<file path="config.mk">
export PLATFORM = sky130hd
export DESIGN_NAME = fb_err_calc
export DESIGN_NICKNAME = d
export VERILOG_FILES = /design/src/rtl/fb_err_pkg.sv /design/src/rtl/fb_win_avg.sv /design/src/rtl/fb_err_calc.sv
export SDC_FILE = /design/constraint.sdc
export NUM_CORES = 1
export LEC_CHECK = 0
export ABC_CLOCK_PERIOD_IN_PS = 3630
export CAP_MARGIN = 20
export CORE_MARGIN = 5
export CORE_UTILIZATION = 50
export DETAILED_ROUTE_END_ITERATION = 7
export PLACE_DENSITY = 0.87
export SYNTH_ARGS = -nofsm -noshare
export SYNTH_HDL_FRONTEND = slang
export SYNTH_SLANG_ARGS = --single-unit
export TNS_END_PERCENT = 5
</file>
<file path="constraint.sdc">
create_clock -name clk -period 3.63 [get_ports clk]
set_input_delay 0.9075 -clock clk [delete_from_list [all_inputs] [get_ports clk]]
set_output_delay 0.9075 -clock clk [all_outputs]
set_load 0.02 [all_outputs]
</file>
<file path="src/rtl/fb_err_pkg.sv">
// fb_err_pkg: shared encodings, primed-FSM states and saturation helper for fb_err_calc
package fb_err_pkg;
  localparam logic EC_MODE_DELTA = 1'b0;
  localparam logic EC_MODE_PHASE = 1'b1;
  typedef enum logic {S_EMPTY, S_PRIMED} primed_state_t;
  // Clamp a sign-extended value of in_w bits to the signed range of out_w bits
  function automatic logic signed [63:0] sat(input logic signed [63:0] v, input int in_w, input int out_w);
    logic signed [63:0] hi, lo;
    hi = (64'sd1 <<< (out_w - 1)) - 64'sd1;
    lo = -hi - 64'sd1;
    return (in_w <= out_w) ? v : (v > hi ? hi : (v < lo ? lo : v));
  endfunction
endpackage

</file>
<file path="src/rtl/fb_win_avg.sv">
// fb_win_avg: accumulates 2^AVG_LOG2 samples and emits the floored window average with a one-cycle strobe
module fb_win_avg #(
  parameter int IN_W     = 12,
  parameter int AVG_LOG2 = 2
) (
  input  logic            clk,
  input  logic            rst,
  input  logic            clr,
  input  logic            sample_valid,
  input  logic [IN_W-1:0] adc_in_v,
  output logic [IN_W-1:0] avg,
  output logic            avg_valid
);
  localparam int CW = AVG_LOG2 > 0 ? AVG_LOG2 : 1;
  localparam int AW = IN_W + AVG_LOG2;
  logic [AW-1:0] acc, sum;
  logic [CW-1:0] cnt;
  logic last;
  assign sum  = acc + AW'(adc_in_v);
  assign last = cnt == CW'((1 << AVG_LOG2) - 1);
  // Completing sample reloads the accumulator so the next window starts without a gap
  always_ff @(posedge clk or posedge rst) begin
    if (rst) begin
      acc       <= '0;
      cnt       <= '0;
      avg       <= '0;
      avg_valid <= 1'b0;
    end else begin
      avg_valid <= !clr && sample_valid && last;
      if (clr) begin
        acc <= '0;
        cnt <= '0;
      end else if (sample_valid) begin
        acc <= last ? '0 : sum;
        cnt <= last ? '0 : cnt + 1'b1;
        if (last) avg <= IN_W'(sum >> AVG_LOG2);
      end
    end
  end
endmodule

</file>
<file path="src/rtl/fb_err_calc.sv">
// fb_err_calc: windowed-average error E and error change EC for the fuzzy rule engine
// Optional deadband on E enabled by defining FB_ERR_DEADBAND_EN
module fb_err_calc
  import fb_err_pkg::*;
#(
  parameter int IN_W     = 12,
  parameter int OUT_W    = 16,
  parameter int AVG_LOG2 = 2,
  parameter int DEADBAND = 8
) (
  input  logic                    clk,
  input  logic                    rst,
  input  logic                    clr,
  input  logic                    sample_valid,
  input  logic [IN_W-1:0]         adc_in_v,
  input  logic [IN_W-1:0]         setpoint,
  input  logic signed [OUT_W-1:0] phase_diff,
  input  logic                    ec_mode,
  output logic signed [OUT_W-1:0] E,
  output logic signed [OUT_W-1:0] EC,
  output logic                    out_valid,
  output logic                    primed
);
`ifdef FB_ERR_DEADBAND_EN
  localparam bit DB_EN = 1'b1;
`else
  localparam bit DB_EN = 1'b0;
`endif
  logic [IN_W-1:0] avg;
  logic avg_valid, s1_v, s1_mode, in_band;
  logic signed [IN_W:0] diff;
  logic signed [OUT_W-1:0] s1_ph, e_sat, e_new, e_prev, ec_new;
  logic signed [OUT_W:0] delta;
  primed_state_t state;

  fb_win_avg #(.IN_W(IN_W), .AVG_LOG2(AVG_LOG2)) u_avg (
    .clk(clk), .rst(rst), .clr(clr), .sample_valid(sample_valid),
    .adc_in_v(adc_in_v), .avg(avg), .avg_valid(avg_valid)
  );

  always_comb begin
    e_sat   = OUT_W'(sat(64'(diff), IN_W + 1, OUT_W));
    in_band = int'(e_sat) > -DEADBAND && int'(e_sat) < DEADBAND;
    e_new   = DB_EN && in_band ? '0 : e_sat;
    delta   = (OUT_W + 1)'(e_new) - (OUT_W + 1)'(e_prev);
    ec_new  = s1_mode == EC_MODE_PHASE ? s1_ph
            : (state == S_PRIMED ? OUT_W'(sat(64'(delta), OUT_W + 1, OUT_W)) : '0);
  end

  // clr drops whatever is in flight; E/EC keep their last presented values
  always_ff @(posedge clk or posedge rst) begin
    if (rst) begin
      diff      <= '0;
      s1_v      <= 1'b0;
      s1_ph     <= '0;
      s1_mode   <= EC_MODE_DELTA;
      E         <= '0;
      EC        <= '0;
      out_valid <= 1'b0;
      e_prev    <= '0;
      state     <= S_EMPTY;
    end else begin
      s1_v      <= avg_valid && !clr;
      out_valid <= s1_v && !clr;
      if (avg_valid) begin
        diff    <= $signed({1'b0, setpoint}) - $signed({1'b0, avg});
        s1_ph   <= phase_diff;
        s1_mode <= ec_mode;
      end
      if (clr) begin
        e_prev <= '0;
        state  <= S_EMPTY;
      end else if (s1_v) begin
        E      <= e_new;
        EC     <= ec_new;
        e_prev <= e_new;
        state  <= S_PRIMED;
      end
    end
  end

  assign primed = state == S_PRIMED;
endmodule

</file>
==> results of run 1 <==
==> metrics by stage <==
step / setup slack [ps] / utilization [%] / instance area, sq um / hold WS, ps
after floorplan: 727 / - / 5720 / 449
after global placement: 161 / 58.5 / 6630 / 462
after detailed placement: 129 / 58.5 / 6630 / 472
after CTS: 479 / 61.1 / 6910 / 489
after global routing: 327 / 61.1 / 6910 / 502
final: 469 / 61.1 / 6910 / 481
==> routing by layer <==
metal,wire [um],track usage (%)
met3,787,3.91
met1,5310,24.0
met2,6140,34.7
met5,0,0
met4,267,6.27
==> sequential cells by signal (all words and copies together), names as in the netlist <==
register         count
s1_mode              1
out_valid            1
s1_ph               16
diff                13
u_avg.avg_valid      1
u_avg.acc           14
s1_v                 1
e_prev              13
EC                  16
u_avg.avg           12
E                   13
u_avg.cnt            2
primed               1
==> synthesized netlist by cell type (13+ instances only) <==
library cell	count	area (sq um)
sky130_fd_sc_hd__mux2_2	24	270
sky130_fd_sc_hd__nand2_1	70	263
sky130_fd_sc_hd__inv_1	38	143
sky130_fd_sc_hd__nor2_1	55	206
sky130_fd_sc_hd__a21oi_1	28	140
sky130_fd_sc_hd__ha_1	38	475
sky130_fd_sc_hd__xnor2_1	16	140
sky130_fd_sc_hd__dfrtp_1	104	2600
sky130_fd_sc_hd__clkbuf_1	16	60.1
sky130_fd_sc_hd__o21a_1	13	97.6
sky130_fd_sc_hd__o21ai_0	47	235
sky130_fd_sc_hd__mux2i_1	14	140
==> worst max-delay path, delay by kind of cell <==
family | cells | cell delay [ps]
multiplexers | 1 | 250
adder cells (fa/ha/maj) | 2 | 660
AO/OA/AOI/OAI | 5 | 1070
buffers and inverters | 1 | 400
AND/OR/NAND/NOR | 1 | 90
==> power by group through the flow <==
stage | clock [mW] | sequential [mW] | combinational (mW)
finish | 0.912 | 1.43 | 1.14
global route | 0.982 | 1.45 | 1.26
CTS | 0.933 | 1.43 | 1.13
detailed placement | 0 | 1.45 | 1.11
global placement | 0 | 1.44 | 1.06
floorplan | 0 | 1.45 | 0.791
==> logic make-up after synthesis <==
kind of cell	count (synthesis)	share of synthesized area [%]
xor gates and xnor gates	24	3.68
adders and majority gates	41	9.36
DFF	104	45.5
and+or+nand+nor	169	13.1
muxes	38	7.18
AOI/OAI and AO/OA	143	16.4
buffers and inverters	65	4.75
==> worst paths after layout <==
path,end,depth (start not counted)
setup reg to reg,EC[12],10
max in group asynchronous,s1_ph[14],3
hold reg to reg,E[5],2
hold / removal,E[5],2
setup / recovery,u_avg.acc[12],10
min in group asynchronous,E[0],2
==> final cells by class <==
| type | count | area, sq um |
|---|---|---|
| inverter | 39 | 150 |
| sequential | 104 | 2600 |
| fill | 917 | 4410 |
| clock buffer | 12 | 256 |
| clock inverter | 4 | 28.8 |
| multi-input combinational | 415 | 2850 |
| tap | 143 | 179 |
| timing repair buffer | 84 | 851 |
==> layout by cell type, fill, tap and decap left out, types with 9 or more instances in the layout <==
| cell type | synthesis | final |
|---|---|---|
| sky130_fd_sc_hd__nand2_1 | 70 | 70 |
| sky130_fd_sc_hd__clkdlybuf4s50_1 | 0 | 78 |
| sky130_fd_sc_hd__o21ai_0 | 47 | 47 |
| sky130_fd_sc_hd__nand3_1 | 9 | 9 |
| sky130_fd_sc_hd__a21oi_1 | 28 | 28 |
| sky130_fd_sc_hd__o21a_1 | 13 | 13 |
| sky130_fd_sc_hd__mux2_2 | 24 | 24 |
| sky130_fd_sc_hd__xnor2_1 | 16 | 16 |
| sky130_fd_sc_hd__inv_1 | 38 | 37 |
| sky130_fd_sc_hd__ha_1 | 38 | 38 |
| sky130_fd_sc_hd__mux2i_1 | 14 | 14 |
| sky130_fd_sc_hd__dfrtp_1 | 104 | 104 |
| sky130_fd_sc_hd__nor2_1 | 55 | 55 |
| sky130_fd_sc_hd__clkbuf_16 | 0 | 9 |
==> flow_results.org, run 1 <==
** Status
- Status :: completed

** Route
- Before antenna repair, the detailed router went through 5 iterations.
- For this block, the routed nets add up to 12.5 mm of wire.
- Antenna Violating Nets Remaining :: 0
- For this run, design rule violations remaining after detail routing come to 0.
- After the first detailed-routing iteration, the DRC count stood at 346.
- Average wire per cell in the routed design :: 15.6 um
- After detailed routing, the number of vias per cell comes to 5.52.
- For this block, the via count after detailed routing is 4419.

** Floorplan
- The die is 117 um tall.
- The die is 117 um wide.
- Std-Cell Rows :: 39
- For this configuration, the core starts out at a cell density of 50.5%.
- I/O pin total :: 79
- In this run the standard cell core region covers 11300 sq um.
- Overall die area :: 13700 sq um

** Critical path
- Data on the critical path is required at its endpoint by 3860 ps.
- STA classifies the critical path startpoint as an input pin.
- Crit path from :: adc_in_v[0]
- Critical path peak fanout :: 4
- CP Cell Sequence :: clkdlybuf4s50_1 -> ha_1 -> fa_1 -> a21o_1 -> a21oi_2 -> nor2b_1 -> o41ai_2 -> o31ai_1 -> o21a_1 -> mux2_2
- Capturing element type of the critical path :: register
- On the critical path, the stage with the largest delay is an instance of sky130_fd_sc_hd__fa_1.
- Setup Crit Path Kind :: input pin to register
- Worst reg-to-reg setup slack :: 800 ps
- Critical R2R Launch :: diff[0]
- Data on the critical path arrives at its endpoint at 3390 ps.
- On the worst path, the slowest cell contributes a delay of 420 ps.

** Power
- Part of the total power dissipated in combinational logic :: 32.7%
- The internal portion of the total power is 2.34 mW.
- The worst-case IR drop observed on VDD is 367 uV.
- Switching share of power :: 32.6%
- Total net switching power :: 1.14 mW
- Pwr Density :: 503 nW/um^2
- Summed over all cells, the static leakage comes to 3.07 nW.
- The clock network burns 26.2% of the power.
- Of the total power, registers draw 41.1%.
- PnR Total Power :: 3.48 mW

** Synthesis
- Synthesis produced a netlist whose cell count is 584.
- Sequential element share of the synthesized area :: 45.5%
- Syn nets :: 670
- The synthesized design contains 0 enable-type register cells.
- In this run, synthesis produced a sequential element count of 104.
- After synthesis, the mean cell area works out to 9.79 sq um.
- Among all flip-flop cells after synthesis, the most frequent one is sky130_fd_sc_hd__dfrtp_1.
- Warnings from Yosys :: 0
- Post-synth ARST share :: 100%
- Distinct cell type count after synthesis :: 61
- Cell Area, Synth :: 5720 sq um

** Timing
- The worst pin sits at a relative slew slack of 34.1%.
- Maximum operating frequency :: 316 MHz
- Number of max-slew violations in the final report :: 0
- Hold violation total from the final report :: 0
- Setup repair after global routing left no endpoint under its margin.
- Tightest Pin Transition :: 986 ps
- Share of the clock period used by the worst path :: 87.1%
- Final TNS setup :: 0 ps
- Number of failing setup endpoints in the final timing report :: 0
- The routed design could run at a clock period as short as 3160 ps.
- Max Clock Skew :: 10.1 ps

** Clock network
- Post-cts repair resize count :: 0
- At the later pin of the worst-skew pair, clock insertion delay measures 340 ps.
- CTS hold repair buffers :: 0
- Bufs on Longest Clock Path :: 2
- In this run, CTS created clock tree buffers numbering 9.
- CTS placed an instance of sky130_fd_sc_hd__clkbuf_16 at the clock tree root.
- Clock Sinks :: 104
- The clock tree synthesis step divided the H-tree into 3 levels.
- Clk slew on worst S/H paths :: 70 ps
- TritonCTS clock tree :: built
- Post-CTS setup-driven buffer insertion count :: 0

** Worst hold path
- Classification of the worst-slack hold path :: register to register
- The worst hold path begins at E[5].

** Layout
- Relative to the synthesized area, the layout overhead comes to 20.9%.
- Number of standard cells in the layout, taps in and fillers out :: 801
- Final net count :: 739
- In the final layout, the share of cells above drive strength 1 is 9.57%.
- 0 antenna diodes ended up in the layout.

** Flow run
- Maximum capacitance violations :: 0

** Global routing
- Global-route usage over all layers :: 19.6%
- Global routing finished with a remaining overflow of 0.
- The first global-routing pass estimated 21.4 mm of wire.
- The number of antenna violations at the first check in global routing is 0.
- Via count of the first global-routing pass :: 4613
- Largest net degree at the start of global routing :: 39

** Place
- Detailed Place HPWL :: 9.23 mm
- Counting tap cells, the placed design contains a total of 785 instances.
- GP Congestion :: 0.940
- PortBufs :: 78
Power figures use the tool's default switching activity.
==> inputs of run 2 (changes only) <==
--- a/config.mk
+++ b/config.mk
@@ -7,10 +7,13 @@
 export LEC_CHECK = 0
 export ABC_CLOCK_PERIOD_IN_PS = 3630
 export CAP_MARGIN = 20
+export CELL_PAD_IN_SITES_DETAIL_PLACEMENT = 0
+export CELL_PAD_IN_SITES_GLOBAL_PLACEMENT = 1
 export CORE_MARGIN = 5
-export CORE_UTILIZATION = 50
+export CORE_UTILIZATION = 39
 export DETAILED_ROUTE_END_ITERATION = 7
 export PLACE_DENSITY = 0.87
+export RECOVER_POWER = 25
 export SYNTH_ARGS = -nofsm -noshare
 export SYNTH_HDL_FRONTEND = slang
 export SYNTH_SLANG_ARGS = --single-unit
==> run 2 against run 1 <==
  * Largest cell class unchanged
  * The run now ends with capacitance limit, slew limit left
  * Highest routed layer unchanged
  * Largest power group unchanged
  * Sequential power about the same
  * Utilization down 13 points
  * Sequential share of layout area down 0.28 points
  * Register-to-register slack about the same
  * Critical endpoint unchanged
  * Sequential cell count unchanged
  * First-iteration DRC count down 58%
==> flow_results.org, run 2 (synthesis results as in run 1) <==
** Timing
- Number of failing setup endpoints in the final timing report :: 0 (unchanged)
- Final TNS setup :: 0 ps (unchanged)
- Setup repair after global routing left no endpoint under its margin.
- The total count of hold-check failures in the final report is 0 (unchanged).
- The post-route minimum period was 3220 ps (+56.9 ps).
- Max-Slew Margin vs Limit :: -12.2% (-46 points)
- The top achievable clock speed is 311 MHz (-1.8%).
- The fraction of the cycle the final worst path needs was 88.6% (+1.6 points).
- Tightest Pin Transition :: 1680 ps (+698 ps)
- Max Clock Skew :: 2.72 ps (-7.42 ps)
- The final number of max-transition violations is 71 (+71).

** Global routing
- The first-pass GRT wire length is 21.0 mm (-1.8%).
- The global routing usage summed across all routing layers came to 15.3% (-4.3 points).
- Aggregate global routing overflow :: 0 (unchanged)
- The maximum number of pins on one net before global-route repair came to 42 (+7.7%).
- The number of antenna violations at the first check in global routing came to 0 (unchanged).
- The via count of the first global-routing pass is 4479 (-2.9%).

** Critical path
- The startpoint identified for the worst register-to-register timing path is diff[0].
- Worst reg2reg path endpoint :: EC[12]
- Highest cell delay on the worst timing path :: 430 ps (about the same)
- Cell type of the slowest stage on the worst timing path :: sky130_fd_sc_hd__fa_1
- The worst setup path is captured at a register.
- STA classifies the critical path startpoint as an input pin.
- The setup slack on the worst flop-to-flop path came to 790 ps (about the same).
- CP Cell Sequence :: clkdlybuf4s50_1 -> ha_1 -> fa_1 -> a21o_1 -> a21oi_2 -> nor2b_1 -> o41ai_2 -> o31ai_1 -> o21a_1 -> mux2_2
- The depth of the worst register-to-register path was 10 (unchanged).
- Arrival time at the worst endpoint :: 3450 ps (+60 ps)
- Critical path peak fanout :: 4 (unchanged)
- The setup path with the least slack is of type input pin to register.
- Worst endpoint required time :: 3860 ps (about the same)

** Clock network
- The total CTS buffers was 9 (unchanged).
- Post-cts repair resize count :: 0 (unchanged)
- The H-tree depth was 3 (unchanged).
- The clock-pin slew reported for the worst setup and hold paths after clock tree synthesis is 60 ps (about the same).
- Clock Sinks :: 104 (unchanged)
- The clock tree buffer depth is 2 (unchanged).
- The tree is rooted in a sky130_fd_sc_hd__clkbuf_16.
- The number of setup buffers added after CTS is 0 (unchanged).
- TritonCTS built the clock tree.
- The clock latency on the worst-skew pair came to 340 ps (about the same).
- CTS hold repair buffers :: 0 (unchanged)

** Layout
- Ratio of cells with drive above 1 in the final layout :: 9.26% (-0.32 points)
- Final net count :: 741 (+0.27%)
- Diode insertion count for antenna repair :: 0 (unchanged)
- Leaving out fill and tap cells, the most frequent cell in the layout is sky130_fd_sc_hd__dfrtp_1.
- The number of fill cells is 1360 (+48%).
- Leaving out fill and tap cells, the most frequent cells in the layout are sky130_fd_sc_hd__dfrtp_1 (104), sky130_fd_sc_hd__clkdlybuf4s50_1 (77), sky130_fd_sc_hd__nand2_1 (70).
- Registers with the highest flip-flop counts :: EC x16, s1_ph x16, u_avg.acc x14
- From synthesis to final layout, the design area changed by 21.8%.

** Route
- Total DRC errors in the routed layout :: 0 (unchanged)
- Highest signal layer in the routed design :: met4
- The wire length reported by the detailed router came to 12.3 mm (-1.7%).
- 1st-pass router iterations :: 4 (-1)
- The met3 routed wirelength was 811 um (+3.0%).
- Total via count in the routed design :: 4263 (-3.5%)
- Antenna Violating Nets Remaining :: 0 (unchanged)
- The met1 layer wirelength in the final routing is 5.47 mm (+3.0%).
- The wire length per cell is 14.6 um (-6.6%).
- Iter 0 DRT Violations :: 147 (-58%)
- The length of routed met2 wiring is 5.82 mm (-5.3%).
- Average vias per placed instance :: 5.06 (-8.3%)

** Place
- The number of buffers inserted by port buffering is 78 (unchanged).
- The post-detailed-placement half-perimeter wirelength is 9.40 mm (+1.8%).
- GP Congestion :: 0.874 (-6.9%)

** Floorplan
- I/O pin total :: 79 (unchanged)
- The chip width was 131 um (+12%).
- Die height :: 131 um (+12%)
- Std-Cell Rows :: 44 (+13%)
- Effective utilization at floorplan :: 39.5% (-11 points)
- The full die area came to 17200 sq um (+26%).
- The floorplan core area came to 14500 sq um (+28%).

** Worst hold path
- Start point of the worst hold path :: E[7]
- Classification of the worst-slack hold path :: register to register
- For hold timing, the worst endpoint is E[7].
- The cell depth of the worst min-delay path is 2 (unchanged).

** Power
- Pwr Density :: 494 nW/um^2 (-1.8%)
- The leakage power summed over all cells came to 3.09 nW (+0.49%).
- The worst IR drop on VDD is 270 uV (-27%).
- The total power draw came to 3.44 mW (-1.1%).

** Flow run
- The max-capacitance violation count came to 2 (+2).

** Status
- The run finished, with violations left.
- Violations in the final reports :: capacitance limit, slew limit
-- run 2: final cells by class --
type / count / area, sq um / area share (%)
multi-input combinational: 415 / 2850 / 40.9
inverter: 39 / 148 / 2.12
clock buffer: 13 / 260 / 3.74
clock inverter: 2 / 15.0 / 0.216
sequential: 104 / 2600 / 37.4
tap: 184 / 230 / 3.31
timing repair buffer: 86 / 863 / 12.4
-- run 2: critical path: cells and delay by family --
kind            cells  cell delay, ps
compound gates      5            1120
fa+ha+maj           2             680
buf+inv             1             400
mux                 1             250
simple gates        1              90
-- run 2: metal layers --
metal,global-route usage [%],vias up
met5,0,-
met4,3.69,0
met3,4.38,15
met2,26.3,102
met1,18.9,1993
li1,-,2153
-- run 2: stage by stage --
step / instance area (sq um) / setup WS [ps] / hold WS [ps] / std cells / utilization, %
2_1_floorplan: 5720 / 727 / 449 / 584 / -
3_3_place_gp: 6690 / 149 / 463 / 827 / 46.2
3_5_place_dp: 6690 / 60.6 / 464 / 827 / 46.2
4_1_cts: 6960 / 431 / 479 / 842 / 48.1
5_1_grt: 6960 / 181 / 509 / 843 / 48.1
6_report: 6960 / 412 / 474 / 843 / 48.1
-- run 2: worst max-delay path by stage --
| stage | startpoint | to | depth (start not counted) | slack, ps |
|---|---|---|---|---|
| finish | adc_in_v[0] | u_avg.acc[12] | 10 | 410 |
| global route | rst | s1_ph[14] | 3 | 180 |
| CTS | adc_in_v[0] | u_avg.acc[12] | 10 | 430 |
| detailed placement | adc_in_v[0] | u_avg.acc[12] | 10 | 60 |
| global placement | adc_in_v[0] | u_avg.acc[12] | 10 | 150 |
| floorplan | adc_in_v[0] | u_avg.acc[12] | 9 | 730 |
-- run 2: power breakdown --
part | switching, mW | total (mW) | internal, mW
clock | 0.404 | 0.903 | 0.499
sequential | 0.119 | 1.43 | 1.31
combinational | 0.580 | 1.11 | 0.530
total | 1.10 | 3.44 | 2.34
==> inputs of run 3 (changes only) <==
--- a/config.mk
+++ b/config.mk
@@ -5,14 +5,16 @@
 export SDC_FILE = /design/constraint.sdc
 export NUM_CORES = 1
 export LEC_CHECK = 0
+export ABC_AREA = 1
 export ABC_CLOCK_PERIOD_IN_PS = 3630
 export CAP_MARGIN = 20
 export CELL_PAD_IN_SITES_DETAIL_PLACEMENT = 0
 export CELL_PAD_IN_SITES_GLOBAL_PLACEMENT = 1
 export CORE_MARGIN = 5
-export CORE_UTILIZATION = 39
+export CORE_UTILIZATION = 37
+export CTS_CLUSTER_SIZE = 8
 export DETAILED_ROUTE_END_ITERATION = 7
-export PLACE_DENSITY = 0.87
+export PLACE_DENSITY = 0.86
 export RECOVER_POWER = 25
 export SYNTH_ARGS = -nofsm -noshare
 export SYNTH_HDL_FRONTEND = slang
==> run 3 against run 2 <==
  * Highest routed layer unchanged
  * Die area increased by 14%
  * Sequential power about the same
  * Via count is 25% higher
  * Design area is 9.1% higher
  * Clock skew is 6.7 ps higher
  * The flow still finishes with violations (capacitance limit, slew limit)
  * Largest cell class unchanged
  * Global-route usage grew 0.95 points
  * Final cell count rose by 31%
  * Synthesized cell count grew 38%
  * Combinational power up 12%
  * Total power increased by 7.3%
  * First-iteration DRC count grew 84%
==> flow_results.org, run 3 <==
** Floorplan
- The floorplan core area is 16600 sq um (+15%).
- Die height :: 140 um (+6.9%)
- I/O pin total :: 79 (unchanged)
- The effective utilization at floorplan came to 37.8% (-1.7 points).
- The chip width is 140 um (+6.9%).
- Std-Cell Rows :: 47 (+6.8%)
- Overall die area :: 19600 sq um (+14%)

** Route
- Average vias per placed instance :: 4.82 (-4.6%)
- The number of vias after detailed routing is 5316 (+25%).
- Antenna Violating Nets Remaining :: 0 (unchanged)
- The wire length reported by the detailed router came to 15.2 mm (+24%).
- Total DRC errors in the routed layout :: 0 (unchanged)
- 1st-pass router iterations :: 5 (+1)
- Average wire per cell in the routed design :: 13.8 um (-5.2%)
- The detailed router's first-iteration violation count is 270 (+84%).

** Layout
- The total inserted antenna cells came to 0 (unchanged).
- Final net count :: 963 (+30%)
- The layout cell share with drive strength beyond 1 is 9.18% (-0.073 points).
- Number of standard cells in the layout, taps in and fillers out :: 1102 (+31%)
- Final-layout fill cell count :: 1689 (+24%)
- Area added between synthesis and finish :: 21.3%
- The design area is 7600 sq um (+9.1%).
- The share of the core filled with cells came to 45.8% (-2.3 points).
- Registers with the highest flip-flop counts :: EC x16, s1_ph x16, u_avg.acc x14
- The library cell used most frequently in the layout, excluding fill and tap cells, is sky130_fd_sc_hd__nand2_1.
- Leaving out fill and tap cells, the most frequent cells in the layout are sky130_fd_sc_hd__nand2_1 (224), sky130_fd_sc_hd__dfrtp_1 (104), sky130_fd_sc_hd__inv_1 (97).

** Place
- PortBufs :: 78 (unchanged)
- The routability congestion estimate came to 0.882 (+0.93%).
- Cells after DPL :: 1086 (+31%)
- The post-detailed-placement half-perimeter wirelength was 11.9 mm (+27%).
- Placed standard-cell area :: 7310 sq um (+9.3%)

** Synthesis
- Ranked by instance count, the synthesized netlist is headed by sky130_fd_sc_hd__nand2_1 (224), sky130_fd_sc_hd__dfrtp_1 (104), sky130_fd_sc_hd__inv_1 (98), sky130_fd_sc_hd__nand3_1 (52), sky130_fd_sc_hd__o21ai_0 (52).
- In the post-synthesis netlist, the biggest area contributors are sky130_fd_sc_hd__dfrtp_1 (42%), sky130_fd_sc_hd__nand2_1 (13%), sky130_fd_sc_hd__ha_1 (7.6%).
- Post-synth ARST share :: 100% (unchanged)
- The share of Yosys cell area claimed by the top area cell type was 41.5% (-4.0 points).
- Count leader, synth :: sky130_fd_sc_hd__nand2_1
- Average cell area after synthesis :: 7.80 sq um (-20%)
- The net count after synthesis came to 889 (+33%).
- In the synthesized netlist the dominant register cell turns out to be sky130_fd_sc_hd__dfrtp_1.
- Cell Area, Synth :: 6260 sq um (+9.5%)
- Distinct cell type count after synthesis :: 39 (-36%)
- The number of synthesized flops with an enable pin was 0 (unchanged).
- Number of cells produced by synthesis :: 803 (+38%)
- The part of the Yosys area used for sequential elements came to 41.5% (-4.0 points).
- The synthesized flop and latch total is 104 (unchanged).
- The number of synthesis warnings came to 0 (unchanged).
- Cell taking the most area after synthesis :: sky130_fd_sc_hd__dfrtp_1

** Status
- The run finished, with violations left.
- Violations in the final reports :: capacitance limit, slew limit

** Timing
- The worst slew margin relative to its limit was -13.9% (-1.7 points).
- Number of failing setup endpoints in the final timing report :: 0 (unchanged)
- Hold violation total from the final report :: 0 (unchanged)
- The top achievable clock speed is 345 MHz (+11%).
- Tightest Pin Transition :: 1700 ps (+16.8 ps)
- Minimum clock period :: 2900 ps (-320 ps)
- The fraction of the cycle the final worst path needs came to 79.8% (-8.8 points).
- The final number of max-transition violations is 33 (-54%).
- Final TNS setup :: 0 ps (unchanged)
- The worst-case clock skew was 9.38 ps (+6.66 ps).
- Unrepaired setup endpoints after global routing :: false

** Worst hold path
- Classification of the worst-slack hold path :: register to register
- The worst hold path begins at s1_ph[1].
- Hold worst-path end :: s1_ph[1]
- The cell depth of the worst min-delay path came to 2 (unchanged).

** Critical path
- The setup slack on the worst flop-to-flop path is 730 ps (-60 ps).
- The delay of the slowest critical-path stage is 940 ps (+510 ps).
- The required time of the critical path was 3910 ps (+50 ps).
- Cell type of the slowest stage on the worst timing path :: sky130_fd_sc_hd__clkbuf_1
- The worst register-to-register path ends at diff[12].
- Critical path peak fanout :: 33 (+29)
- Capturing element type of the critical path :: register
- The arrival time reported for the critical path endpoint is 3180 ps (-270 ps).
- The depth of the worst register-to-register path is 4 (-6).
- Setup Crit Path Kind :: register to register
- Walking the worst path, the cells encountered are clkbuf_1 -> inv_1 -> or2_2 -> o21ai_0.
- Among cell families on the critical path, the largest total delay comes from buffers and inverters.
- Setup crit start kind :: register
- The number of buffers and inverters on the critical path is 2 (+1).
- Critical R2R Launch :: u_avg.avg_valid

** Global routing
- Largest net degree at the start of global routing :: 53 (+26%)
- The number of antenna violations at the first check in global routing came to 0 (unchanged).
- First-pass GRT wire length :: 26.1 mm (+24%)
- Aggregate global routing overflow :: 0 (unchanged)
- Global-route usage over all layers :: 16.2% (+0.95 points)
- The via count of the first global-routing pass came to 5432 (+21%).

** Clock network
- The total CTS buffers is 9 (unchanged).
- Clock latency at the later pin of the worst-skew pair :: 350 ps (about the same)
- The post-cts repair resize count came to 0 (unchanged).
- Bufs on Longest Clock Path :: 2 (unchanged)
- TritonCTS built the clock tree.
- H-tree levels :: 3 (unchanged)
- Post-CTS setup-driven buffer insertion count :: 0 (unchanged)
- Clk slew on worst S/H paths :: 70 ps (about the same)
- Clock Sinks :: 104 (unchanged)
- Buffer type at the clock tree root :: sky130_fd_sc_hd__clkbuf_16
- CTS hold repair buffers :: 0 (unchanged)

** Flow run
- The max-capacitance violation count came to 1 (-1).

** Power
- Leakage :: 3.61 nW (+17%)
- The worst IR drop on VDD came to 259 uV (-4.1%).
- Pwr Density :: 486 nW/um^2 (-1.6%)
## run 3: cell count changes after synthesis, sizes merged, moves of 9 or more
cell,delta
a21oi,+21
o22ai,+10
mux2i,-14
a22oi,-9
nand3,+56
nor2,-13
nand2,+161
xnor2,-14
or2,+11
o21a,-13
mux2,-24
inv,+73
o21ai,+10
## run 3: worst register-to-register path, cell delays in order, from the launching register on
cell and delay (ps):
sky130_fd_sc_hd__dfrtp_1 330, sky130_fd_sc_hd__clkbuf_1 940, sky130_fd_sc_hd__inv_1 880, sky130_fd_sc_hd__or2_2 520, sky130_fd_sc_hd__o21ai_0 150
## run 3: power breakdown
part,leakage (nW),total (mW),internal [mW],switching (mW)
clock network,0.148,1.01,0.546,0.463
logic,2.26,1.24,0.482,0.757
registers,1.21,1.45,1.33,0.118
total,3.61,3.69,2.36,1.34
## run 3: kinds of logic (layout without fill, tap and decap cells)
| group | Yosys count | in the layout | share of synthesized area [%] |
|---|---|---|---|
| compound gates | 137 | 137 | 12.2 |
| xor+xnor | 14 | 14 | 1.96 |
| fa+ha+maj | 41 | 41 | 8.55 |
| buf+inv | 135 | 214 | 8.49 |
| flops | 104 | 104 | 41.5 |
| simple gates | 372 | 372 | 27.3 |
## run 3: worst max path at each step
stage | to | cells after the start | slack [ps] | from
2_1_floorplan | diff[8] | 10 | 1260 | setpoint[0]
5_1_grt | diff[12] | 4 | 430 | u_avg.avg_valid
4_1_cts | diff[8] | 11 | 930 | setpoint[0]
6_report | diff[12] | 4 | 730 | u_avg.avg_valid
3_3_place_gp | diff[8] | 11 | 600 | setpoint[0]
3_5_place_dp | diff[8] | 11 | 550 | setpoint[0]
## run 3: layout make-up
type                       instances  area (sq um)  share of cell area (%)
multi-input combinational        564          3130                    41.2
sequential                       104          2600                    34.2
timing repair buffer              86           867                    11.4
inverter                         112           422                    5.55
tap                              220           275                    3.62
clock buffer                      10           229                    3.01
clock inverter                     6          73.8                   0.971
## run 3: stage by stage
step                setup WS (ps)  total power, mW  hold WS (ps)
floorplan                    1260             2.35           442
global placement              603             2.70           454
detailed placement            549             2.72           459
CTS                           926             3.74           478
global route                  432             3.97           504
finish                        732             3.69           476
## run 3: metal layers
metal | wire length [um] | global-route usage, %
met5 | 0 | 0
met4 | 140 | 3.98
met3 | 524 | 3.34
met2 | 7770 | 28.8
met1 | 6790 | 20.2
